==> src/rtl/div_pkg.sv <==
// Shared types and sizing for the sequential 32-bit divider (div_seq).
package div_pkg;

    localparam int DATA_W    = 32;
    localparam int RESULT_W  = 64;
    localparam int DIV_STEPS = 32;
    localparam int CNT_W     = $clog2(DIV_STEPS);

    typedef enum logic [1:0] {
        IDLE    = 2'd0,
        DIVZERO = 2'd1,
        DIV_ON  = 2'd2,
        DONE    = 2'd3
    } div_state_t;

endpackage

==> src/rtl/div_seq_addsub64.sv <==
// 64-bit adder/subtractor with carry-out; carry-out=1 in sub mode means a >= b (no borrow).
module addsub64 (
    input  logic        sub,
    input  logic [63:0] a,
    input  logic [63:0] b,
    output logic [63:0] sum,
    output logic        cout
);

    logic [64:0] sum_ext;

    assign sum_ext = {1'b0, a} + {1'b0, b ^ {64{sub}}} + {64'd0, sub};
    assign sum     = sum_ext[63:0];
    assign cout    = sum_ext[64];

endmodule

==> src/rtl/div_seq.sv <==
// Sequential restoring radix-2 divider, one quotient bit per cycle (33-cycle latency).
// Optional macro DIV_SIGNED_EN enables signed DIV; without it every request is DIVU.
module div_seq
    import div_pkg::*;
(
    input  logic                clk,
    input  logic                rst,
    input  logic                start,
    input  logic                signed_div,
    input  logic [DATA_W-1:0]   dividend,
    input  logic [DATA_W-1:0]   divisor,
    input  logic                annul,
    output logic                ready,
    output logic [RESULT_W-1:0] result,
    output logic                result_valid
);

    div_state_t           state, next_state;
    logic [CNT_W-1:0]     step_cnt;
    logic [RESULT_W-1:0]  part_rem;
    logic [DATA_W-1:0]    divisor_mag;
    logic [DATA_W-1:0]    mag_a, mag_b;
    logic [RESULT_W-1:0]  shifted, diff, part_next;
    logic                 cout, no_borrow;
    logic                 accept, last_step;

`ifdef DIV_SIGNED_EN
    logic a_neg, b_neg;
    logic neg_q, neg_r;

    assign a_neg = signed_div & dividend[DATA_W-1];
    assign b_neg = signed_div & divisor[DATA_W-1];
    assign mag_a = a_neg ? -dividend : dividend;
    assign mag_b = b_neg ? -divisor  : divisor;

    // Quotient negated on sign mismatch, remainder follows the dividend sign.
    function automatic logic [RESULT_W-1:0] sign_fix(input logic [RESULT_W-1:0] p,
                                                     input logic nq, input logic nr);
        logic [DATA_W-1:0] q, r;
        q = p[DATA_W-1:0];
        r = p[RESULT_W-1:DATA_W];
        if (nq) q = -q;
        if (nr) r = -r;
        return {r, q};
    endfunction
`else
    logic unused_signed_div;

    assign unused_signed_div = signed_div;
    assign mag_a = dividend;
    assign mag_b = divisor;

    function automatic logic [RESULT_W-1:0] sign_fix(input logic [RESULT_W-1:0] p);
        return p;
    endfunction
`endif

    assign accept    = (state == IDLE) && start && !annul;
    assign last_step = (step_cnt == CNT_W'(DIV_STEPS - 1));

    // Trial subtraction of {divisor,0} from the left-shifted partial remainder.
    assign shifted = {part_rem[RESULT_W-2:0], 1'b0};

    addsub64 u_addsub (
        .sub  (1'b1),
        .a    (shifted),
        .b    ({divisor_mag, {DATA_W{1'b0}}}),
        .sum  (diff),
        .cout (cout)
    );

    // The shifted-out MSB is the 65th bit of the trial value.
    assign no_borrow = part_rem[RESULT_W-1] | cout;
    assign part_next = no_borrow ? {diff[RESULT_W-1:1], 1'b1} : shifted;

    always_ff @(posedge clk) begin
        if (rst) state <= IDLE;
        else     state <= next_state;
    end

    always_comb begin
        next_state = state;
        if (annul) begin
            next_state = IDLE;
        end else begin
            unique case (state)
                IDLE:    if (start) next_state = (divisor == '0) ? DIVZERO : DIV_ON;
                DIVZERO: next_state = DONE;
                DIV_ON:  if (last_step) next_state = DONE;
                DONE:    next_state = IDLE;
                default: next_state = IDLE;
            endcase
        end
    end

    always_comb begin
        ready        = (state == IDLE);
        result_valid = (state == DONE);
    end

    always_ff @(posedge clk) begin
        if (rst)                                  step_cnt <= '0;
        else if (accept)                          step_cnt <= '0;
        else if (state == DIV_ON && !annul)       step_cnt <= step_cnt + 1'b1;
    end

    always_ff @(posedge clk) begin
        if (accept) begin
            part_rem    <= {{DATA_W{1'b0}}, mag_a};
            divisor_mag <= mag_b;
`ifdef DIV_SIGNED_EN
            neg_q       <= a_neg ^ b_neg;
            neg_r       <= a_neg;
`endif
        end else if (state == DIV_ON) begin
            part_rem    <= part_next;
        end
    end

    always_ff @(posedge clk) begin
        if (rst) begin
            result <= '0;
        end else if (!annul) begin
            if (state == DIVZERO)
                result <= '0;
            else if (state == DIV_ON && last_step)
`ifdef DIV_SIGNED_EN
                result <= sign_fix(part_next, neg_q, neg_r);
`else
                result <= sign_fix(part_next);
`endif
        end
    end

endmodule

==> config.mk <==
export PLATFORM = sky130hd
export DESIGN_NAME = div_seq
export DESIGN_NICKNAME = d
export VERILOG_FILES = /design/src/rtl/div_pkg.sv /design/src/rtl/div_seq_addsub64.sv /design/src/rtl/div_seq.sv
export SDC_FILE = /design/constraint.sdc
export NUM_CORES = 1
export LEC_CHECK = 0
export CAP_MARGIN = 20
export CORE_MARGIN = 4
export CORE_UTILIZATION = 49
export CTS_CLUSTER_SIZE = 28
export DETAILED_ROUTE_END_ITERATION = 6
export PLACE_DENSITY = 0.8
export SLEW_MARGIN = 10
export SYNTH_ARGS = -nofsm -noshare
export SYNTH_HDL_FRONTEND = slang
export SYNTH_SLANG_ARGS = --single-unit
==> constraint.sdc <==
create_clock -name clk -period 2.3 [get_ports clk]
set_input_delay 0.345 -clock clk [delete_from_list [all_inputs] [get_ports clk]]
set_output_delay 0.345 -clock clk [all_outputs]
set_load 0.01 [all_outputs]
==> impl_results.md, run 1 <==
- Status: finished with violations
- Violations in the final reports: negative setup slack
- Area after DPL: between 10000 and 15000 sq um
- Hold buffer count at CTS: 0
- Core occupancy in the finished layout: about three quarters
- Number of maximum-capacitance constraint violations: 0
- Placeable core region: 16500 sq um
- Hold Fails Final Rpt: 0
- Largest net degree at the start of global routing: 40
- Depth of the CTS H-tree: 4
- Cell type contributing the most total cell area after synthesis: dfxtp_1
- Cells traversed along the worst timing path: inv_1, ha_2, fa_2, nand2b_4, a21o_1, a21bo_1, buf_4, o211a_4, o211ai_4, a31oi_2, xor2_1, o31ai_1
- Crit path kind: reg2reg
- Via count of the first global-routing pass: between 7000 and 8000
- Clock latency on the worst-skew pair: around 0.44 ns
- Die footprint: ~19000 sq um
- Via Count: 7924
- Headroom to the max-slew limit: between 60% and 70%
- Number of primary I/O pins: 135
- Routed wire length per instance: between 15 and 20 um
- Initial standard-cell utilization of the core: between 40% and 50%
- Number of cells on the critical path: 12
- Leading cell types in the layout, fill and taps excluded: nand2_1 (148), buf_4 (145), clkdlybuf4s50_1 (133), dfxtp_1 (103), edfxtp_1 (64)
- Internal power: approximately 7.4 mW
- Worst Max-Slew Pin Slew: between 0.4 and 0.5 ns
- Switching part of the total: 36.4%
- Combinational fraction of design power: a little under half
- Total number of placement rows: 47
- Number of enable flip-flop cells after synthesis: 64
- Final wirelength: about 26000 um
- Ys async rst share: 0%
- Flip-flop and latch count after synthesis: approximately 170
- Most common cell after layout, fill and taps aside: nand2_1
- Final HPWL DP: approximately 16000 um
- Fraction of met3 tracks used by global routing: under 10%
- Design Area, Final: 12300 sq um
- Port-buffer cells: about 130
- Routability congestion estimate from global placement: roughly 0.94
- Skew final: ~0.012 ns
- Required time worst endpoint: between 2 and 3 ns
- Setup slack after layout: -0.530 ns
- Total clock sinks: 167
- Number of antenna repair diodes: 0
- Met2 usage in global routing: ~43%
- Die Y: 138 um
- Number of nets in the synthesized netlist: 1003
- Min-delay worst type: reg2reg
- Detailed Routing Iterations Pass 1: 5
- Synth warnings: 0
- Min cycle time layout: around 2.8 ns
- Cell family with most CP delay: compound AO/OA/AOI/OAI gates
- Prevailing post-synth register cell: dfxtp_1
- Number of nets with antenna violations after routing: 0
- Reg-to-reg critical path startpoint: part_rem[31]
- X dimension of the die: approximately 140 um
- NumNets Final: roughly 1300
- Crit path launch: part_rem[31]
- Slew Viols, Final: 0
- Number of distinct standard cells referenced by the synthesized netlist: 72
- All-layer global routing usage: between 20% and 30%
- Overflow left after global routing: 0
- Number of buffers and inverters on the critical path: 2
- Kind of start point of the critical path: flop
- Syn_area_per_cell: about 9.2 sq um
- Number of antenna violations at the first check in global routing: 0
- Vias/cell: roughly 5.7
- Met1 GRT Util: 33.7%
- Post-route fraction of the period consumed by the critical path: 123%
- Number of setup violations in the final report: 66
- Root Driver: clkbuf_16
- Setup crit end kind: flop
- Number of cells on the worst reg-to-reg path: 12
- Power density cells: 946 nW/um^2
- First-iteration detailed-routing DRC count: between 600 and 700
- Switching component of the power: 4.26 mW
- Sequential share of power: between 30% and 40%
- Last element of the critical path: result[62]
- Most congested layer reported by global routing: met2
- Peak per-stage delay on the critical path: 0.39 ns
- Setup repair after global routing missed its margin: true
- Fraction of final layout cells with drive strength greater than 1: a little over a quarter
- Synth-to-Final Area Change: 49.7%
- Worst ir drop on vdd: 0.753 mV
- Total DRC errors in the routed layout: 0
- Clock network power share: around a quarter
- Clock-pin slew on the worst setup and hold paths: 0.07 ns
- Main area contributors after synthesis: dfxtp_1 (25%), edfxtp_1 (23%), nand2_1 (7.1%)
- Crit-path slowest cell: edfxtp_1
- Achievable clock frequency: between 0.3 and 0.4 GHz
- Max Root-Sink Buffers: 2
- Synth Cell Area: approximately 8300 sq um
- Mapped Cells: 895
- Crit Path Max Fanout: 3
- Area share of the leading cell type in the synthesized netlist: ~25%
- Global-route wire length before repair: around 39000 um
- TritonCTS clock tree: yes
- Total clock buffers created by CTS: 17
- Share of the yosys chip area belonging to registers: between 40% and 50%
- Arrival @ worst endpoint: ~3.2 ns
- Terminus of the critical flop-to-flop path: result[62]
- Reported leakage power: about 5.0 nW
- Worst setup slack for register-to-register paths: -0.53 ns
[worst min-delay path: stages (launching register included)]
cell,delay (ns)
dfxtp_1,0.31
nand2_1,0.05
o21ai_1,0.05
[worst min-delay path by stage]
stage | end | start | cells after the start | slack (ns)
floorplan | state[1] | annul | 1 | 0.42
global placement | result[40] | result[40] | 2 | 0.44
detailed placement | result[34] | result[34] | 2 | 0.44
CTS | result[48] | result[48] | 2 | 0.45
global route | result[37] | result[37] | 2 | 0.47
finish | result[48] | result[48] | 2 | 0.45
[metrics by stage]
stage	hold WS (ns)	std cells	setup slack, ns	setup TNS, ns	total power [mW]
2_1_floorplan	0.424	895	-0.121	-1.79	5.72
3_3_place_gp	0.437	1337	-0.285	-11.73	7.13
3_5_place_dp	0.444	1337	-0.342	-15.18	7.21
4_1_cts	0.448	1381	-0.331	-15.17	10.9
5_1_grt	0.469	1390	-0.603	-32.32	12.1
6_report	0.446	1390	-0.530	-26.09	11.7
[layer usage]
metal  part of all wire (%)  up-vias
met5                      0        -
met4                    3.8        0
met3                    6.8       81
met2                     48      336
met1                     41     3806
li1                       -     3701
[final cells by class]
class | instances | area [sq um]
fillers | 1045 | 4180
well taps | 220 | 275
flip-flops and latches | 167 | 3980
multi-input cells | 634 | 4630
inverters | 43 | 161
clock inverters | 14 | 156
repair buffers | 294 | 2700
clock buffers | 18 | 439
[what timing repair did]
action,in CTS,in global routing
cloned,3,1
endpoints found under the setup margin,65,67
buffers inserted,9,10
resized for setup,75,86
pin swaps,16,41
[flip-flops by register name, summed over array words and instances, names as in the netlist]
name / count
part_rem: 64
result: 64
divisor_mag: 32
step_cnt: 5
state: 2
[power by group through the flow]
stage,Clock (mW),Sequential [mW],Combinational [mW]
global route,2.99,3.57,5.58
finish,2.85,3.54,5.28
global placement,0,3.55,3.58
CTS,2.88,3.52,4.49
floorplan,0,3.53,2.19
detailed placement,0,3.55,3.65
[synth_stat cells, types with 3 or more instances]
library cell and instances:
nand2_1 155, dfxtp_1 103, edfxtp_1 64, nor2_1 58, o21ai_0 57, a21oi_1 55
inv_1 42, ha_1 38, clkbuf_1 37, a22oi_1 33, o21ai_1 26, mux2i_1 19
nor3_1 15, a21o_1 14, nand3_1 14, xnor2_1 12, xor2_1 12, a31oi_1 10
buf_2 10, nand4_1 8, nor4_1 8, o31ai_1 8, and2_1 7, nand2b_1 6
nor2b_1 6, o21a_1 5, a211oi_1 4, a211oi_2 4, a21oi_2 4, and3_1 4
nand3b_1 4, nor3b_1 3, or3_1 3
[cells by family (layout without fill, tap and decap cells)]
family / Yosys count / after routing / share of synthesized area (%)
AO/OA/AOI/OAI: 254 / 254 / 20.2
AND/OR/NAND/NOR: 297 / 297 / 15.9
adder cells (fa/ha/maj): 39 / 39 / 6.01
multiplexers: 20 / 20 / 2.44
flip-flops: 167 / 167 / 48.3
XOR/XNOR: 24 / 24 / 2.55
buffers and inverters: 94 / 369 / 4.60
(Power assumes the default switching activity.)
==> run 2, diff against run 1 <==
- CORE_UTILIZATION: 49 -> 56
- CTS_BUF_LIST: not set -> sky130_fd_sc_hd__clkbuf_4
- PLACE_DENSITY: 0.8 -> 0.86
- REMOVE_ABC_BUFFERS: not set -> 1
- clock period: 2.3 -> 3.22 ns (I/O delays scaled with it)
==> impl_results.md, run 2 (synthesis results as in run 1) <==
- Fillers: 1148
- Area of the multi-input gates: just under 4000 sq um
- Met1 GRT Util: slightly below 30%
- Max Root-Sink Buffers: 2
- Hold buffer count at CTS: 0
- Die footprint: between 15000 and 20000 sq um
- Overflow left after global routing: 0
- Tot Pwr: around 5.7 mW
- Setup slack after layout: just under 0.3 ns
- Skew final: approximately 0.027 ns
- Crit path launch: part_rem[31]
- Reg-to-reg critical path startpoint: part_rem[31]
- Number of maximum-capacitance constraint violations: 0
- TritonCTS clock tree: yes
- Terminus of the critical flop-to-flop path: part_rem[53]
- Fraction of met3 tracks used by global routing: 9.98%
- Global-route wire length before repair: approximately 33000 um
- Fraction of final layout cells with drive strength greater than 1: under 10%
- First-iteration detailed-routing DRC count: ~540
- Min cycle time layout: between 2 and 3 ns
- Clock network power share: 19.9%
- Post-route fraction of the period consumed by the critical path: 91.0%
- Routability congestion estimate from global placement: 0.916
- Last element of the critical path: part_rem[53]
- Depth of the CTS H-tree: 4
- Worst Max-Slew Pin Slew: ~0.59 ns
- Pre-CTS WS: between 0.3 and 0.4 ns
- Most congested layer reported by global routing: met2
- Synth-to-Final Area Change: 21.4%
- Via count of the first global-routing pass: 6905
- Kind of start point of the critical path: flop
- Crit Path Max Fanout: 15
- NumNets Final: approximately 1100
- Routed wire length per instance: approximately 17 um
- Clock latency on the worst-skew pair: between 0.5 and 0.6 ns
- Cells traversed along the worst timing path: inv_1, ha_1, fa_1, nand2b_1, a21o_1, a21bo_1, o2111ai_2, a21o_2, buf_12, mux2i_1, o21ai_1
- Initial standard-cell utilization of the core: between 50 and 60%
- Number of nets with antenna violations after routing: 0
- Met2 usage in global routing: 43.3%
- Placeable core region: approximately 14000 sq um
- Count of instances resized after the clock tree is built: 0
- Root Driver: clkbuf_4
- Status: complete, no violations
- Hold-critical path depth: 2
- Total DRC errors in the routed layout: 0
- Worst setup slack for register-to-register paths: just under 0.3 ns
- Setup crit end kind: flop
- Crit path kind: reg2reg
- Required time worst endpoint: roughly 3.7 ns
- Switching component of the power: about 2.1 mW
- Final HPWL DP: ~15000 um
- Total clock sinks: about 170
- Worst ir drop on vdd: between 0.3 and 0.4 mV
- Switching part of the total: around 36%
- Total clock buffers created by CTS: 17
- Reported leakage power: 3.96 nW
- Hold Fails Final Rpt: 0
- Number of primary I/O pins: approximately 140
- Min-delay worst type: reg2reg
- Peak per-stage delay on the critical path: 0.42 ns
- Power density cells: ~570 nW/um^2
- Combinational fraction of design power: a little over a third
- Number of antenna violations at the first check in global routing: 0
- Number of antenna repair diodes: 0
- Detailed Routing Iterations Pass 1: 5
- Register cell area after layout: 3980 sq um
- Vias/cell: around 5.7
- X dimension of the die: around 130 um
- Crit-path slowest cell: fa_1
- Headroom to the max-slew limit: ~60%
- Number of cells on the worst reg-to-reg path: 11
- Total setup buffers inserted after CTS: 0
- Arrival @ worst endpoint: between 3 and 4 ns
- Achievable clock frequency: around 0.34 GHz
- Die Y: about 130 um
- Leading cell types in the layout, fill and taps excluded: nand2_1 (155), clkdlybuf4s50_1 (133), dfxtp_1 (103), edfxtp_1 (64), nor2_1 (58)
- Final wirelength: around 20000 um
- Slew Viols, Final: 0
- Port-buffer cells: 133
- Number of setup violations in the final report: 0
- Via Count: between 6000 and 7000
- Total number of placement rows: between 40 and 50
- Most common cell after layout, fill and taps aside: nand2_1
- Internal power: approximately 3.6 mW
- Sequential share of power: around 44%
- Largest net degree at the start of global routing: a little under 60
- All-layer global routing usage: 25.0%
- Clock-pin slew on the worst setup and hold paths: ~0.14 ns
- Setup repair after global routing missed its margin: false
- Largest registers ranked by flip-flop count: part_rem (64), result (64), divisor_mag (32)
run 2: changes by cell type in the layout (fill, tap and decap cells not counted), moves of 7 or more:
cell,change
clkbuf_4,+17
o21ai_0,+22
nand2_1,+7
o21ai_2,-14
a21oi_1,+14
ha_4,-10
clkbuf_16,-18
mux2i_1,+13
a21oi_2,-13
buf_4,-132
mux2i_4,-11
ha_1,+11
run 2: power by group through the flow:
stage / sequential, mW / combinational (mW) / clock [mW]
2_1_floorplan: 2.52 / 1.48 / 0
4_1_cts: 2.51 / 2.03 / 1.15
3_5_place_dp: 2.56 / 2.02 / 0
3_3_place_gp: 2.55 / 1.98 / 0
6_report: 2.51 / 2.04 / 1.13
5_1_grt: 2.53 / 2.27 / 1.25
run 2: per-layer routing:
metal / up-vias / wire length (um)
met5: - / 0
met4: 0 / 346
met3: 35 / 1670
met2: 209 / 9890
met1: 3193 / 8400
li1: 3424 / -
run 2: through the flow:
stage | TNS (ns) | instances | instance area [sq um] | hold slack [ns] | util, %
6_report | 0 | 1209 | 10000 | 0.452 | 69.2
5_1_grt | 0 | 1209 | 10000 | 0.421 | 69.2
4_1_cts | 0 | 1209 | 10000 | 0.451 | 69.2
3_5_place_dp | 0 | 1177 | 9760 | 0.441 | 67.4
3_3_place_gp | 0 | 1177 | 9760 | 0.434 | 67.4
2_1_floorplan | -80.87 | 844 | 8030 | 0.471 | -
run 2: area by class of cell:
type                       instances  area share, %
clock buffer                      17           1.27
clock inverter                    15           1.29
inverter                          43           1.61
multi-input combinational        634           38.9
sequential                       167           39.8
tap                              184           2.30
timing repair buffer             149           14.9
run 2: worst min-delay path by stage:
stage                     start               to  slack (ns)
finish               result[40]       result[40]        0.45
global route         divisor[0]   divisor_mag[0]        0.42
CTS                 divisor[25]  divisor_mag[25]        0.45
detailed placement   result[40]       result[40]        0.44
global placement     result[40]       result[40]        0.43
floorplan            result[40]       result[40]        0.47
run 2: critical path: cells and delay by family (launching register included):
| kind | cells | cell delay, ns |
|---|---|---|
| buf+inv | 2 | 0.24 |
| mux | 1 | 0.30 |
| simple gates | 1 | 0.18 |
| flops | 1 | 0.37 |
| compound gates | 5 | 1.08 |
| fa+ha+maj | 2 | 0.64 |
==> run 3, diff against run 2 <==
--- a/config.mk
+++ b/config.mk
@@ -6,4 +6,5 @@
 export NUM_CORES = 1
 export LEC_CHECK = 0
+export ABC_CLOCK_PERIOD_IN_PS = 3220
 export CAP_MARGIN = 20
 export CORE_MARGIN = 4
==> constraint.sdc (replaced) <==
create_clock -name clk -period 3.22 [get_ports clk]
set_input_delay 0.966 -clock clk [delete_from_list [all_inputs] [get_ports clk]]
set_output_delay 0.966 -clock clk [all_outputs]
set_load 0.01 [all_outputs]
==> impl_results.md, run 3 (synthesis results as in run 1) <==
- Status: complete, no violations
- Clock-pin slew on the worst setup and hold paths: ~0.14 ns
- Post-route fraction of the period consumed by the critical path: 93.7%
- Placeable core region: 14500 sq um
- Via count of the first global-routing pass: ~6800
- Core occupancy in the finished layout: a little over two thirds
- Achievable clock frequency: around 0.33 GHz
- Hold Fails Final Rpt: 0
- Most common cell after layout, fill and taps aside: nand2_1
- Worst setup slack for register-to-register paths: around 0.20 ns
- Total clock buffers created by CTS: 17
- Synth-to-Final Area Change: 22.1%
- Total DRC errors in the routed layout: 0
- Number of antenna violations at the first check in global routing: 0
- Reg-to-reg critical path startpoint: part_rem[31]
- Worst ir drop on vdd: about 0.38 mV
- Worst hold slack: roughly 0.45 ns
- Worst Max-Slew Pin Slew: roughly 0.77 ns
- All-layer global routing usage: between 20% and 30%
- Final HPWL DP: 15000 um
- Detailed Routing Iterations Pass 1: 5
- Overflow left after global routing: 0
- Crit path launch: part_rem[31]
- Slew Viols, Final: 0
- Routed wire length per instance: approximately 17 um
- Kind of start point of the critical path: flop
- Largest registers ranked by flip-flop count: part_rem (64), result (64), divisor_mag (32)
- X dimension of the die: about 130 um
- Required time worst endpoint: ~3.7 ns
- Clock latency on the worst-skew pair: 0.56 ns
- Arrival @ worst endpoint: between 3 and 4 ns
- Root Driver: clkbuf_4
- Final wirelength: 20500 um
- Number of cells on the worst reg-to-reg path: 12
- Via Count: between 7000 and 8000
- Number of nets with antenna violations after routing: 0
- TritonCTS clock tree: yes
- Vias/cell: slightly below 6
- Number of antenna repair diodes: 0
- Min-delay worst type: reg2reg
- Die Y: about 130 um
- Die footprint: 16700 sq um
- Total clock sinks: 167
- Power density cells: approximately 570 nW/um^2
- Fraction of final layout cells with drive strength greater than 1: under 10%
- Skew final: slightly below 0.02 ns
- First-iteration detailed-routing DRC count: between 500 and 600
- Last element of the critical path: part_rem[44]
- Number of setup violations in the final report: 0
- Routability congestion estimate from global placement: approximately 0.93
- Pre-CTS WS: 0.169 ns
- Crit Path Max Fanout: 7
- Reported leakage power: approximately 4 nW
- Largest net degree at the start of global routing: between 50 and 60
- Total number of placement rows: 44
- Max Root-Sink Buffers: 2
- Global-route wire length before repair: 32700 um
- Terminus of the critical flop-to-flop path: part_rem[44]
- Number of maximum-capacitance constraint violations: 0
- Crit path kind: reg2reg
- Fillers: between 1000 and 1500
- Total setup buffers inserted after CTS: 0
- Headroom to the max-slew limit: between 40% and 50%
- Initial standard-cell utilization of the core: a little under three fifths
- Setup crit end kind: flop
- Min cycle time layout: 3.02 ns
- NumNets Final: about 1100
- Count of instances resized after the clock tree is built: 0
- Depth of the CTS H-tree: 4
- Leading cell types in the layout, fill and taps excluded: nand2_1 (155), clkdlybuf4s50_1 (133), dfxtp_1 (103), edfxtp_1 (64), nor2_1 (58)
- Setup slack after layout: 0.204 ns
- Number of primary I/O pins: ~140
- Port-buffer cells: roughly 130
- Hold buffer count at CTS: 0
- Setup repair after global routing missed its margin: false
[run 3: stage by stage]
stage / power, mW / std cells / setup TNS, ns / area, sq um
2_1_floorplan: 4.00 / 844 / -118.48 / 8030
3_3_place_gp: 4.54 / 1179 / 0 / 9800
3_5_place_dp: 4.60 / 1179 / 0 / 9800
4_1_cts: 5.78 / 1211 / 0 / 10100
5_1_grt: 6.12 / 1211 / 0 / 10100
6_report: 5.79 / 1211 / 0 / 10100
[run 3: critical path, cell delays in order (launching register included)]
cell       delay [ns]
edfxtp_1         0.38
inv_1            0.05
ha_1             0.22
fa_1             0.40
nand2b_1         0.18
a21o_1           0.20
a21bo_1          0.22
o2111ai_2        0.23
a21oi_2          0.09
buf_4            0.18
a2111oi_0        0.49
a21oi_1          0.12
a21oi_1          0.17
[run 3: final cells by class]
type	instances	area [sq um]	share of cell area, %
clock buffers	19	143	1.42
clock inverters	13	129	1.28
inverters	43	161	1.60
multi-input cells	634	3900	38.7
flip-flops and latches	167	3980	39.5
well taps	184	230	2.29
repair buffers	151	1530	15.2
[run 3: power by group]
part           switching [mW]  total [mW]  internal, mW
combinational            1.22        2.07         0.847
sequential              0.123        2.52          2.39
clock                   0.727        1.20         0.471
[run 3: how the worst min path moves through the flow]
stage               cells past startpoint  startpoint         end
global route                            2  result[40]  result[40]
floorplan                               2  result[40]  result[40]
finish                                  2  result[40]  result[40]
global placement                        2  result[61]  result[61]
CTS                                     2  result[40]  result[40]
detailed placement                      2  result[40]  result[40]
[run 3: routing by layer]
layer | vias up | global-route usage (%) | share of wire (%)
met3 | 34 | 9.27 | 8.2
met1 | 3330 | 29.3 | 41
met4 | 0 | 7.66 | 2.0
met2 | 217 | 41.5 | 48
li1 | 3429 | - | -
met5 | - | 0 | 0
